[src/rtl/run_ctrl_pkg.sv]
// run_ctrl shared types: run-state encoding and command opcodes.
// Imported by run_ctrl and run_ctrl_counter.
package run_ctrl_pkg;

  typedef enum logic [1:0] {
    ST_RESETTING = 2'd0,
    ST_HALTED    = 2'd1,
    ST_RUNNING   = 2'd2,
    ST_STEPPING  = 2'd3
  } run_state_e;

  localparam logic [1:0] CMD_RUN     = 2'd0;
  localparam logic [1:0] CMD_HALT    = 2'd1;
  localparam logic [1:0] CMD_STEP    = 2'd2;
  localparam logic [1:0] CMD_RESTART = 2'd3;

  function automatic logic is_active(run_state_e s);
    return (s == ST_RUNNING) || (s == ST_STEPPING);
  endfunction

endpackage

[src/rtl/run_ctrl_counter.sv]
// Wrapping W-bit counter: async reset, sync clear (wins), enable.
// Ports: clk, reset, i_en, i_clr, o_count[W-1:0].
module run_ctrl_counter
  import run_ctrl_pkg::*;
#(
  parameter int W = 32
) (
  input  logic         clk,
  input  logic         reset,
  input  logic         i_en,
  input  logic         i_clr,
  output logic [W-1:0] o_count
);

  logic [W-1:0] r_count;

  always_ff @(posedge clk or posedge reset) begin
    if (reset) begin
      r_count <= '0;
    end else if (i_clr) begin
      r_count <= '0;
    end else if (i_en) begin
      r_count <= r_count + W'(1);
    end
  end

  assign o_count = r_count;

endmodule

[src/rtl/run_ctrl.sv]
// Run/halt controller for the Tenyr core: sequences core reset/halt
// from run/halt/step/restart commands, optional PC breakpoint stop,
// cycle and retired-instruction counters.
// Ports: clk, reset (async, active-high), cmd_valid/cmd_op/cmd_ready,
//   retire, pc, bp_valid, bp_addr, core_reset, halt, run_state,
//   bp_hit, cycle_count, insn_count.
// Macro RUN_CTRL_BREAKPOINT_EN enables the breakpoint compare;
// when undefined bp_valid/bp_addr/pc are ignored and bp_hit is 0.
module run_ctrl
  import run_ctrl_pkg::*;
#(
  parameter int RESET_CYCLES = 3,
  parameter int AUTORUN      = 1,
  parameter int CNT_W        = 32,
  parameter int ADDR_W       = 32
) (
  input  logic              clk,
  input  logic              reset,
  input  logic              cmd_valid,
  input  logic [1:0]        cmd_op,
  output logic              cmd_ready,
  input  logic              retire,
  input  logic [ADDR_W-1:0] pc,
  input  logic              bp_valid,
  input  logic [ADDR_W-1:0] bp_addr,
  output logic              core_reset,
  output logic              halt,
  output logic [1:0]        run_state,
  output logic              bp_hit,
  output logic [CNT_W-1:0]  cycle_count,
  output logic [CNT_W-1:0]  insn_count
);

  localparam int RCW =
    (RESET_CYCLES > 1) ? $clog2(RESET_CYCLES) : 1;
  localparam logic [RCW-1:0] RC_LAST = RCW'(RESET_CYCLES - 1);

  run_state_e     r_state;
  run_state_e     w_next;
  logic [RCW-1:0] r_rst_cnt;
  logic [RCW-1:0] w_rst_cnt_nxt;
  logic           r_autorun;
  logic           w_autorun_nxt;
  logic           r_core_reset;
  logic           r_halt;
  logic           r_cmd_ready;
  logic           r_bp_hit;
  logic           w_bp_hit_nxt;
  logic           w_acc;
  logic           w_bp_match;
  logic           w_clr;

  assign w_acc = cmd_valid && r_cmd_ready;

`ifdef RUN_CTRL_BREAKPOINT_EN
  assign w_bp_match = retire && bp_valid && (pc == bp_addr);
`else
  logic w_unused_bp;
  assign w_unused_bp = ^{bp_valid, bp_addr, pc};
  assign w_bp_match  = 1'b0;
`endif

  always_comb begin
    w_next        = r_state;
    w_rst_cnt_nxt = '0;
    w_autorun_nxt = 1'b0;
    w_bp_hit_nxt  = 1'b0;
    unique case (r_state)
      ST_RESETTING: begin
        if (r_rst_cnt == RC_LAST) begin
          w_next        = ST_HALTED;
          w_autorun_nxt = (AUTORUN != 0);
        end else begin
          w_rst_cnt_nxt = r_rst_cnt + RCW'(1);
        end
      end
      ST_HALTED: begin
        // a command in the autorun cycle overrides the auto start
        if (w_acc) begin
          unique case (cmd_op)
            CMD_RUN:     w_next = ST_RUNNING;
            CMD_STEP:    w_next = ST_STEPPING;
            CMD_RESTART: w_next = ST_RESETTING;
            default:     w_next = ST_HALTED;
          endcase
        end else if (r_autorun) begin
          w_next = ST_RUNNING;
        end
      end
      ST_RUNNING: begin
        if (w_acc && cmd_op == CMD_RESTART) begin
          w_next = ST_RESETTING;
        end else if (w_acc && cmd_op == CMD_HALT) begin
          w_next = ST_HALTED;
        end else if (w_bp_match) begin
          w_next       = ST_HALTED;
          w_bp_hit_nxt = 1'b1;
        end
      end
      ST_STEPPING: begin
        if (w_acc && cmd_op == CMD_RESTART) begin
          w_next = ST_RESETTING;
        end else if (w_acc && cmd_op == CMD_HALT) begin
          w_next = ST_HALTED;
        end else if (retire) begin
          w_next       = ST_HALTED;
          w_bp_hit_nxt = w_bp_match;
        end else if (w_acc && cmd_op == CMD_RUN) begin
          w_next = ST_RUNNING;
        end
      end
      default: w_next = ST_RESETTING;
    endcase
  end

  always_ff @(posedge clk or posedge reset) begin
    if (reset) begin
      r_state      <= ST_RESETTING;
      r_rst_cnt    <= '0;
      r_autorun    <= 1'b0;
      r_core_reset <= 1'b1;
      r_halt       <= 1'b1;
      r_cmd_ready  <= 1'b0;
      r_bp_hit     <= 1'b0;
    end else begin
      r_state      <= w_next;
      r_rst_cnt    <= w_rst_cnt_nxt;
      r_autorun    <= w_autorun_nxt;
      r_core_reset <= (w_next == ST_RESETTING);
      r_halt       <= !is_active(w_next);
      r_cmd_ready  <= (w_next != ST_RESETTING);
      r_bp_hit     <= w_bp_hit_nxt;
    end
  end

  // counters restart from zero whenever a reset sequence begins
  assign w_clr = (w_next == ST_RESETTING) &&
                 (r_state != ST_RESETTING);

  run_ctrl_counter #(.W(CNT_W)) u_cyc_cnt (
    .clk     (clk),
    .reset   (reset),
    .i_en    (!r_halt && !r_core_reset),
    .i_clr   (w_clr),
    .o_count (cycle_count)
  );

  run_ctrl_counter #(.W(CNT_W)) u_insn_cnt (
    .clk     (clk),
    .reset   (reset),
    .i_en    (retire && !r_core_reset),
    .i_clr   (w_clr),
    .o_count (insn_count)
  );

  assign core_reset = r_core_reset;
  assign halt       = r_halt;
  assign cmd_ready  = r_cmd_ready;
  assign bp_hit     = r_bp_hit;
  assign run_state  = r_state;

endmodule

[config.mk]
export PLATFORM = sky130hd
export DESIGN_NAME = run_ctrl
export DESIGN_NICKNAME = d
export VERILOG_FILES = /design/src/rtl/run_ctrl_pkg.sv /design/src/rtl/run_ctrl_counter.sv /design/src/rtl/run_ctrl.sv
export SDC_FILE = /design/constraint.sdc
export NUM_CORES = 1
export LEC_CHECK = 0
export ABC_AREA = 1
export CAP_MARGIN = 15
export CELL_PAD_IN_SITES_DETAIL_PLACEMENT = 1
export CELL_PAD_IN_SITES_GLOBAL_PLACEMENT = 1
export CORE_MARGIN = 8
export CORE_UTILIZATION = 30
export DETAILED_ROUTE_END_ITERATION = 12
export PLACE_DENSITY_LB_ADDON = 0.12
export SYNTH_ARGS = -nofsm -noshare
export SYNTH_HDL_FRONTEND = slang
export SYNTH_HIERARCHICAL = 1
export SYNTH_SLANG_ARGS = --single-unit
[constraint.sdc]
create_clock -name clk -period 2.7 [get_ports clk]
set_clock_uncertainty 0.05 [all_clocks]
set_input_delay 0.405 -clock clk [delete_from_list [all_inputs] [get_ports clk]]
set_output_delay 0.405 -clock clk [all_outputs]
set_load 0.05 [all_outputs]
==> results of run 1 <==
per-stage QoR:
step	std cells	setup slack (ns)	total power [mW]
floorplan	597	0.239	2.37
global placement	871	-0.214	3.07
detailed placement	871	-0.297	3.12
CTS	887	0.0665	4.33
global route	888	-0.00342	4.54
finish	888	0.176	4.27
cell usage in the layout, fill, tap and decap left out:
cell / count
a21oi_1: 44
a2bb2oi_1: 2
buf_12: 2
buf_4: 26
clkbuf_1: 1
clkbuf_16: 9
clkbuf_8: 3
clkdlybuf4s50_1: 74
clkinv_2: 3
conb_1: 1
dfrtp_1: 70
dfstp_2: 2
ha_1: 7
inv_1: 54
inv_2: 5
nand2_1: 145
nand2_2: 13
nand2_4: 2
nand3_1: 39
nand3_2: 6
nand3_4: 1
nand4_1: 6
nor2_1: 133
nor2_2: 16
nor2_4: 17
nor3_1: 2
nor3_2: 1
nor3_4: 2
o211ai_1: 1
o21ai_0: 17
o21ai_1: 2
xnor2_1: 2
routing by layer:
layer	track usage	vias up	routed length, um
li1	-	2098	-
met1	0.188	2080	6170
met2	0.267	56	6620
met3	0.0334	12	514
met4	0.0592	0	192
met5	0	-	0
logic make-up after synthesis:
family	after synthesis
other cells	1
flops	72
fa+ha+maj	7
simple gates	383
xor+xnor	2
compound gates	66
buf+inv	66
path summary, 6_finish.rpt:
kind	startpoint	end	slack, ns	depth (start not counted)
setup / recovery	cmd_op[0]	u_insn_cnt/o_count[30]$_DFFE_PP0P_	0.18	15
hold / removal	reset	run_state[0]$_DFF_PP0_	0.34	2
setup reg to reg	run_state[0]$_DFF_PP0_	u_cyc_cnt/o_count[31]$_DFFE_PP0P_	0.54	12
hold reg to reg	r_rst_cnt[0]$_DFF_PP0_	r_rst_cnt[0]$_DFF_PP0_	0.39	1
max in group asynchronous	reset	u_insn_cnt/o_count[22]$_DFFE_PP0P_	1.77	3
min in group clk	r_rst_cnt[0]$_DFF_PP0_	r_rst_cnt[0]$_DFF_PP0_	0.39	1
layout make-up:
class | count | area, um^2 | share of cell area
timing repair buffer | 102 | 976 | 0.169
tap | 180 | 225 | 0.0391
clock buffer | 13 | 270 | 0.0469
inverter | 59 | 221 | 0.0384
sequential | 72 | 1800 | 0.313
clock inverter | 3 | 15.0 | 0.00261
multi-input combinational | 459 | 2250 | 0.391
power by group through the flow:
stage	clock (mW)	sequential, mW	combinational [mW]
4_1_cts	1.21	1.31	1.81
6_report	1.17	1.30	1.80
5_1_grt	1.25	1.31	1.98
3_3_place_gp	0	1.32	1.76
2_1_floorplan	0	1.55	0.823
3_5_place_dp	0	1.32	1.80
timing repair:
item | in CTS | in global routing
setup buffers | 0 | 1
endpoints found under the setup margin | 0 | 20
gates resized for setup | 0 | 16
hold buffers | 0 | 0
registers in the layout, summed over array words and instances (netlist names):
register            count
run_state               2
r_autorun               1
u_insn_cnt/o_count     32
halt                    1
u_cyc_cnt/o_count      32
r_rst_cnt               2
core_reset              1
cmd_ready               1
==> out/qor.yml, run 1 <==
status:
  outcome: "finished clean"
global_route:
  antenna_found_initial: 0
  grt_pass1_vias: 4516
  grt.overflow.total: 0
  grt_first_pass_wirelength_um: 23000
  grt_max_degree: 33
  track_usage: 0.156
clock_tree:
  clock_path_buffers: 2
  cts_max_level: 3
  cts_root_buffer: "clkbuf_16"
  clk_pin_slew_ns: 0.06
  clk_latency_ns: 0.34
  cts_buffers: 9
  clock-sinks: 72
  cts_tree: "built"
synth:
  ys_types: 28
  synth_ff_type: "dfrtp_1"
  synth_area_leaders: "dfrtp_1 41%, nand2_1 13%, nor2_1 12%"
  synth-edff-count: 0
  async_flop_share: 1.00
  ys.warnings.count: 6
  synth_area_per_cell_um2: 7.13
  synth_fa_ha_area_frac: 0.0206
  synth.most_common_cell: "nand2_1"
  ys_seq_area_frac: 0.424
  synth_area_mm2: 0.00425
  ys_seq_elements: 72
  synth_top_family_by_area: "simple AND/OR/NAND/NOR gates"
  synth_top_area_share: 0.412
  synth_simple_gate_area_frac: 0.411
  synth_xor_xnor_area_share: 0.00412
  ys_top_cells_by_count: "147 x nand2_1, 141 x nor2_1, 70 x dfrtp_1"
  synth-compound-area-share: 0.0800
  synth.largest_area_cell: "dfrtp_1"
  muxShareOfSynthArea: 0
  synth_cells: 597
  syn_nets: 675
finish:
  area.growth.synth_to_final_pct: 35.5
  num-fill-cells: 1747
  fin_util: 0.415
  finalNetCount: 781
  final_cell_area_mm2: 0.00576
  diodes: 0
  drive_above_1_share: 0.153
power:
  combPwrFrac: 0.421
  cellPowerDensity_mw_per_mm2: 741
  swShare: 0.400
  p_clk_frac: 0.274
  power.share.sequential: 0.305
  p_leak_nw: 2.46
  intPower_mw: 2.56
  p_switching_mw: 1.71
  vdd_drop_max_mv: 0.456
routing:
  firstDrtPassIters: 4
  drc: 0
  viasPerCell: 4.78
  drt-initial-drc-count: 190
  finalWirelength_um: 13500
  wl_per_cell_um: 15.2
  vias: 4246
  ant_nets: 0
worst_setup_path:
  critPathLaunchType: "primary input"
  path_delay_family: "buffers and inverters"
  cp-end-kind: "flip-flop"
  path_max_fanout: 5
  cpMaxStageDelayCell: "clkdlybuf4s50_1"
  required_ns: 2.88
  worst-path-buf-inv: 4
  crit_chain: "clkdlybuf4s50_1, inv_1, ha_1, o211ai_1, nand3_4, nor3_2, buf_4, nor2_4, buf_4, nor2_1, nand3_1, nor2_2, nand3_1, nand2_1, nor2_1"
  slowest_delay_ns: 0.48
  worstPathArrival_ns: 2.71
  crit_type: "in2reg"
sta:
  max-slew-margin-rel: 0.656
  finalCritPeriodShare: 0.935
  fmax_ghz: 0.396
  min_period_ns: 2.52
  rsz0062_at_grt: "yes"
  hold_slack_ns: 0.343
  worstMarginPinSlew_ns: 0.514
  hold_viol_final: 0
  setup_violations: 0
  final.setup.tns_ns: 0
  drv_slew: 0
floorplanning:
  initial_core_util: 0.306
  core_area_mm2: 0.0139
  fp.dieW_um: 135
  die-area_mm2: 0.0182
  rows: 43
  die_h_um: 135
  num_io_pins: 141
placement:
  place_area_mm2: 0.00542
  gp_congestion: 0.795
  portBuffers: 74
  dpl.hpwl_um: 10400
run:
  cap_violations: 0
min_path:
  hold_class: "in2async"
Power figures use the tool's default switching activity.
==> run 2: changes to the inputs <==
--- a/config.mk
+++ b/config.mk
@@ -9,6 +9,7 @@
 export CAP_MARGIN = 15
 export CELL_PAD_IN_SITES_DETAIL_PLACEMENT = 1
 export CELL_PAD_IN_SITES_GLOBAL_PLACEMENT = 1
+export CORE_ASPECT_RATIO = 0.7
 export CORE_MARGIN = 8
 export CORE_UTILIZATION = 30
 export DETAILED_ROUTE_END_ITERATION = 12
==> out/qor.yml, run 2 (synthesized netlist as in run 1, its figures left out) <==
status:
  outcome: "finished clean"
sta:
  fmax_ghz: 0.397
  min_period_ns: 2.52
  finalCritPeriodShare: 0.933
  hold_slack_ns: 0.346
  hold_viol_final: 0
  final.setup.tns_ns: 0
  setup_violations: 0
  worstMarginPinSlew_ns: 0.524
  rsz0062_at_grt: "no"
  max-slew-margin-rel: 0.650
  drv_slew: 0
worst_setup_path:
  r2r-end: "u_insn_cnt/o_count[28]$_DFFE_PP0P_"
  cp-end-kind: "flip-flop"
  worst-r2r-setup-slack_ns: 0.47
  cp-startpoint: "cmd_op[0]"
  reg2reg_depth: 15
  critPathLaunchType: "primary input"
  worstPathArrival_ns: 2.70
  required_ns: 2.88
  crit_type: "in2reg"
  worstReg2RegStart: "cmd_ready$_DFF_PP0_"
  path_max_fanout: 5
clock_tree:
  clk_latency_ns: 0.34
  clk_pin_slew_ns: 0.06
  clock_path_buffers: 2
  clock-sinks: 72
  cts_root_buffer: "clkbuf_16"
  cts_buffers: 9
  cts_max_level: 3
  cts_tree: "built"
  ctsHoldBuffers: 0
floorplanning:
  die_h_um: 116
  num_io_pins: 141
  initial_core_util: 0.307
  die-area_mm2: 0.0183
  fp.dieW_um: 158
  core_area_mm2: 0.0139
  rows: 36
routing:
  vias: 4275
  drc: 0
  finalWirelength_um: 14300
  firstDrtPassIters: 4
  viasPerCell: 4.76
  wl_per_cell_um: 15.9
  drt-initial-drc-count: 177
  ant_nets: 0
global_route:
  grt_first_pass_wirelength_um: 23400
  grt_pass1_vias: 4438
  track_usage: 0.164
  antenna_found_initial: 0
  grt_max_degree: 33
  grt.overflow.total: 0
placement:
  gp_congestion: 0.809
  dp.cells: 881
  place_area_mm2: 0.00548
  portBuffers: 74
  dpl.hpwl_um: 11200
finish:
  ff_latch_area_mm2: 0.00180
  drive_above_1_share: 0.157
  fin_cells: 899
  final_cell_mix: "144 x nand2_1, 134 x nor2_1, 73 x clkdlybuf4s50_1"
  area.growth.synth_to_final_pct: 38.6
  layout_commonest_cell: "nand2_1"
  diodes: 0
  final_cell_area_mm2: 0.00590
  multi_input_area_mm2: 0.00226
  finalNetCount: 782
  num-fill-cells: 1756
power:
  total_power_mw: 4.66
  p_leak_nw: 2.51
  intPower_mw: 2.88
  p_clk_frac: 0.291
  power.share.sequential: 0.278
  combPwrFrac: 0.431
  p_switching_mw: 1.78
  swShare: 0.382
  cellPowerDensity_mw_per_mm2: 790
  vdd_drop_max_mv: 0.330
run:
  cap_violations: 0
min_path:
  hold_class: "in2async"
-- run 2: layout make-up --
type                            instances  share of cell area
Multi-Input combinational cell        459               0.384
Sequential cell                        72               0.306
Timing Repair Buffer                  103               0.176
Clock buffer                           12              0.0435
Tap cell                              190              0.0403
Inverter                               59              0.0376
Clock inverter                          4              0.0129
-- run 2: worst max-delay path by stage --
stage	to	cells after the start
finish	u_insn_cnt/o_count[28]$_DFFE_PP0P_	15
global route	u_cyc_cnt/o_count[20]$_DFFE_PP0P_	15
CTS	u_cyc_cnt/o_count[18]$_DFFE_PP0P_	14
detailed placement	u_cyc_cnt/o_count[18]$_DFFE_PP0P_	14
global placement	u_insn_cnt/o_count[26]$_DFFE_PP0P_	14
floorplan	u_cyc_cnt/o_count[18]$_DFFE_PP0P_	15
-- run 2: repair_timing --
item                       4_1_cts  5_1_grt
setup endpoints to repair        0       32
resized for setup                0       19
buffers inserted                 0        2
-- run 2: per-layer routing --
| metal | GRT usage | vias to the layer above | wire length (um) |
|---|---|---|---|
| li1 | - | 2101 | - |
| met1 | 0.231 | 2102 | 7490 |
| met2 | 0.243 | 68 | 6080 |
| met3 | 0.0417 | 4 | 691 |
| met4 | 0.0426 | 0 | 51 |
| met5 | 0 | - | 0 |
-- run 2: power groups by stage --
stage               combinational [mW]  clock [mW]  sequential, mW
floorplan                        0.823           0            1.55
global placement                  1.91           0            1.31
detailed placement                1.97           0            1.32
CTS                               1.97        1.40            1.30
global route                      2.18        1.44            1.31
finish                            2.01        1.36            1.29
-- run 2: through the flow --
stage / setup slack (ns) / utilization
floorplan: 0.239 / -
global placement: -0.234 / 0.395
detailed placement: -0.319 / 0.395
CTS: 0.0299 / 0.419
global route: 0.0117 / 0.425
finish: 0.181 / 0.425
-- run 2: critical path, cell delays in order --
cell and delay (ns):
clkdlybuf4s50_1 0.49, inv_2 0.06, ha_4 0.21, o211ai_1 0.24, nand3_4 0.11, nor3_2 0.17
buf_4 0.18, nor2_4 0.08, buf_12 0.16, nor2_1 0.12, nand3_1 0.10, nor2_2 0.16
nand3_1 0.10, nand2_1 0.07, nor2_1 0.04
==> run 3: changes to the inputs <==
--- a/config.mk
+++ b/config.mk
@@ -14,6 +14,7 @@
 export CORE_UTILIZATION = 30
 export DETAILED_ROUTE_END_ITERATION = 12
 export PLACE_DENSITY_LB_ADDON = 0.12
+export SLEW_MARGIN = 20
 export SYNTH_ARGS = -nofsm -noshare
 export SYNTH_HDL_FRONTEND = slang
 export SYNTH_HIERARCHICAL = 1
==> results of run 3 <==
Same layout as run 2: the final DEF is identical, and so are final timing and power.
==> edit 1, RTL diff (config.mk and constraints of run 2) <==
Add a define of `RUN_CTRL_BREAKPOINT_EN`.
--- a/src/rtl/run_ctrl.sv
+++ b/src/rtl/run_ctrl.sv
@@ -6,6 +6,8 @@
 //   bp_hit, cycle_count, insn_count.
 // Macro RUN_CTRL_BREAKPOINT_EN enables the breakpoint compare;
 // when undefined bp_valid/bp_addr/pc are ignored and bp_hit is 0.
+`define RUN_CTRL_BREAKPOINT_EN
+
 module run_ctrl
   import run_ctrl_pkg::*;
 #(
Function: changed (Yosys sat finds a counterexample within 10 cycles, from zero or initial values and one cycle with reset high).
==> edit 1 against run 2 <==
Sequential share of layout area down 7.8 points. Wire length rose by 41%. Final area increased by 36%. Cell count grew 39%. Worst setup slack got worse by 0.013 ns. Sequential cell count up 1. Area after synthesis increased by 20%. Total power shrank 2.8%.
==> edit 1: results (changes against run 2) <==
Status
  • Outcome: complete, no violations

Finish
  • Clock-cell share: 0.0340 (-0.0225)
  • Non-clock inverters: 111 (+88%)
  • Plain + repair buffers: 221 (+110%)
  • Layout fillers: 2198 (+25%)
  • Multi-input gate area: 0.00301 sq mm (+33%)
  • Storage element area: 0.00183 sq mm (+1.4%)
  • Antenna diodes: 2 (+2)
  • Non-clock buffer share: 0.274 (+0.0986)
  • Nets: 1089 (+39%)
  • Layout cells sized above 1: 0.204 (+0.0472)
  • Multi-In Gates: 595 (+30%)
  • FFs & Latches: 73 (+1.4%)

Timing
  • Worst-Margin Slew: 0.535 ns (+0.0112 ns)
  • Hold slack final: 0.348 ns (+0.00215 ns)
  • Highest Clock Rate: 395 MHz (-0.51%)

Logic synthesis
  • Unique masters post-synth: 35 (+25%)
  • Syn nets: 863 (+28%)
  • Top post-synthesis cells by area: dfrtp_1, nand2_1, nor2_1, inv_1, nand3_1
  • Syn_area_per_cell: 6.50 sq um (-8.9%)

Global routing
  • Total track usage: 0.181 (+0.0175)
  • Vias in the first global route: 5801 (+31%)

Placed design
  • Setup WS pre-CTS: -0.431 ns (-0.112 ns)
  • Post-Place Cell Area: 0.00731 sq mm (+34%)
  • Final HPWL DP: 16000 um (+43%)

Power
  • Max rail drop VDD: 0.355 mV (+7.6%)
  • Clock Power Share: 0.251 (-0.040)
  • P_comb: 0.00211 W (+5%)
  • Leak: 4.18 nW (+67%)
  • Net Sw Frac: 0.398 (+0.0164)

Worst setup path
  • Critical path arrival: 2.71 ns (about the same)
  • Worst r2r dst: u_cyc_cnt/o_count[25]$_DFFE_PP0P_
  • Worst Setup EP: u_cyc_cnt/o_count[2]$_DFFE_PP0P_
  • Crit path max fanout: 7 (+2)
  • R2r setup slk: 0.26 ns (-0.21 ns)
  • Worst path max stage delay: 0.45 ns (-0.04 ns)
  • Reg2Reg Depth: 16 (+1)

Route
  • Routed length per instance: 16.1 um (+1.2%)
  • Detailed router's first-iteration violation count: 212 (+20%)
  • DR vias: 5820 (+36%)

Die
  • Core area: 0.0169 sq mm (+22%)

Clock tree
  • Post-CTS setup buffers: 1 (+1)
==> edit 1: cell count changes in the layout (fill, tap and decap cells not counted), sizes merged, moves of 5 or more <==
cell / change
nand4: +8
xnor2: +7
inv: +51
nand3: +9
nand2: +73
dlymetal6s2s: +64
nor2: +21
buf: +52
clkinv: +5
==> edit 1: kinds of logic after synthesis <==
group	synth area share
adders and majority gates	0.0172
AOI/OAI and AO/OA	0.0775
buffers and inverters	0.0866
and+or+nand+nor	0.441
DFF	0.359
xor gates and xnor gates	0.0189
==> edit 1: routing by layer <==
| layer | share of wire | up-vias | GRT usage |
|---|---|---|---|
| li1 | - | 2907 | - |
| met1 | 0.53 | 2782 | 0.282 |
| met2 | 0.40 | 122 | 0.249 |
| met3 | 0.061 | 9 | 0.0396 |
| met4 | 0.0058 | 0 | 0.0303 |
| met5 | 0 | - | 0 |
==> edit 2, RTL diff (settings of run 2) <==
Made on the original files. Put a register stage on the output `insn_count`, cleared by the reset. The value now appears one clock later. The other outputs are not delayed to match. Comments in the files are not updated.
--- a/src/rtl/run_ctrl.sv
+++ b/src/rtl/run_ctrl.sv
@@ -34,6 +34,8 @@
   localparam int RCW =
     (RESET_CYCLES > 1) ? $clog2(RESET_CYCLES) : 1;
   localparam logic [RCW-1:0] RC_LAST = RCW'(RESET_CYCLES - 1);
+
+  logic [CNT_W-1:0] insn_count_d;
 
   run_state_e     r_state;
   run_state_e     w_next;
@@ -150,7 +152,7 @@
     .reset   (reset),
     .i_en    (retire && !r_core_reset),
     .i_clr   (w_clr),
-    .o_count (insn_count)
+    .o_count (insn_count_d)
   );
 
   assign core_reset = r_core_reset;
@@ -159,5 +161,13 @@
   assign bp_hit     = r_bp_hit;
   assign run_state  = r_state;
 
+  always_ff @(posedge clk or posedge reset) begin
+    if (reset) begin
+      insn_count <= '0;
+    end else begin
+      insn_count <= insn_count_d;
+    end
+  end
+
 endmodule
 
Function: changed (Yosys sat finds a counterexample within 10 cycles, from zero or initial values and one cycle with reset high).
==> edit 2 against run 2 <==
First-iteration DRC count up 49%. Sequential share of layout area up 8.5 points. Area after synthesis up 19%. Worst setup slack worse by 0.050 ns. Total power up 12%. Final area up 13%. Via count up 5.6%. Global-route usage down 1.2 points. Sequential cell count up 32. Utilization down 1.9 points. Sequential power up 40%. Wire length up 8.4%. Worst hold slack worse by 0.027 ns. Critical path type unchanged.
==> edit 2: results (changes against run 2) <==
Route
  • Met1 Wirelength: 8120 um (+8.4%)
  • Final WL: 15500 um (+8.4%)
  • Met2 Routed Length: 6270 um (+3.2%)
  • Routed length per instance: 16.1 um (+0.95%)
  • First drt pass iteration count: 4 (unchanged)
  • Detailed router's first-iteration violation count: 264 (+49%)
  • DR WL met3: 1010 um (+46%)
  • DR vias: 4513 (+5.6%)

Worst setup path
  • Crit path max fanout: 6 (+1)
  • R2r setup slk: 0.49 ns (+0.02 ns)
  • Worst Setup EP: u_insn_cnt/o_count[25]$_DFFE_PP0P_
  • Critical Path Start: cmd_op[1]
  • Critical path arrival: 2.80 ns (+0.10 ns)
  • Top delay family on crit path: simple AND/OR/NAND/NOR gates
  • Critical path's slowest cell: clkdlybuf4s50_1
  • Worst path max stage delay: 0.50 ns

Placed design
  • Placed Cells: 947 (+7.5%)
  • Final HPWL DP: 11900 um (+6.1%)
  • Post-Place Cell Area: 0.00630 sq mm (+15%)
  • Setup WS pre-CTS: -0.311 ns (+0.00854 ns)
  • GP Congestion: 0.808 (-0.19%)

Logic synthesis
  • Post-synthesis sequential area ratio: 0.515 (+0.0912)
  • Syn nets: 707 (+4.7%)
  • Adder-cell share of the synthesized area: 0.0173 (-0.00326)
  • Synth top cells by count: nand2_1, nor2_1, dfrtp_1
  • Synth Area in Compound Gates: 0.0673 (-0.0127)
  • Mux share of post-synthesis cell area: 0 (unchanged)
  • Post-synthesis xor/xnor area fraction: 0.00347 (-0.000652)
  • Syn_area_per_cell: 8.04 sq um (+13%)
  • Top post-synthesis cells by area: dfrtp_1, nand2_1, nor2_1, a21oi_1, inv_1

Finish
  • Layout fillers: 1972 (+12%)
  • Layout cells sized above 1: 0.139 (-0.0174)
  • Nets: 813 (+4.0%)

Global routing
  • Total track usage: 0.152 (-0.0119)
  • Initial antenna violation count: 0 (unchanged)
  • Largest net degree at the start of global routing: 33 (unchanged)
  • First-pass GRT wire length: 25600 um (+9.3%)
  • Vias in the first global route: 4732 (+6.6%)

Power
  • Leak: 2.91 nW (+16%)
  • Max rail drop VDD: 0.331 mV (about the same)

Timing
  • Highest Clock Rate: 389 MHz (-1.9%)
  • Worst-Margin Slew: 0.529 ns (+0.00529 ns)
  • Hold slack final: 0.319 ns (-0.0270 ns)

Status
  • Outcome: complete, no violations

Clock tree
  • H-tree depth: 3 (unchanged)
edit 2: layer usage:
layer,vias to the layer above,track usage
met4,0,0.0275
li1,2194,-
met3,9,0.0427
met1,2230,0.229
met2,80,0.210
met5,-,0
edit 2: area by class of cell:
type / instances / area (sq um) / share of cell area
multi-input cells: 459 / 2210 / 0.332
clock inverters: 7 / 104 / 0.0156
inverters: 59 / 221 / 0.0332
well taps: 225 / 282 / 0.0423
repair buffers: 102 / 1010 / 0.152
flip-flops and latches: 104 / 2610 / 0.391
clock buffers: 9 / 225 / 0.0338
edit 2: power breakdown:
| part | internal, W | switching, W |
|---|---|---|
| logic | 0.000801 | 0.00118 |
| registers | 0.00168 | 0.000119 |
| clock network | 0.000825 | 0.000630 |
| total | 0.00331 | 0.00193 |
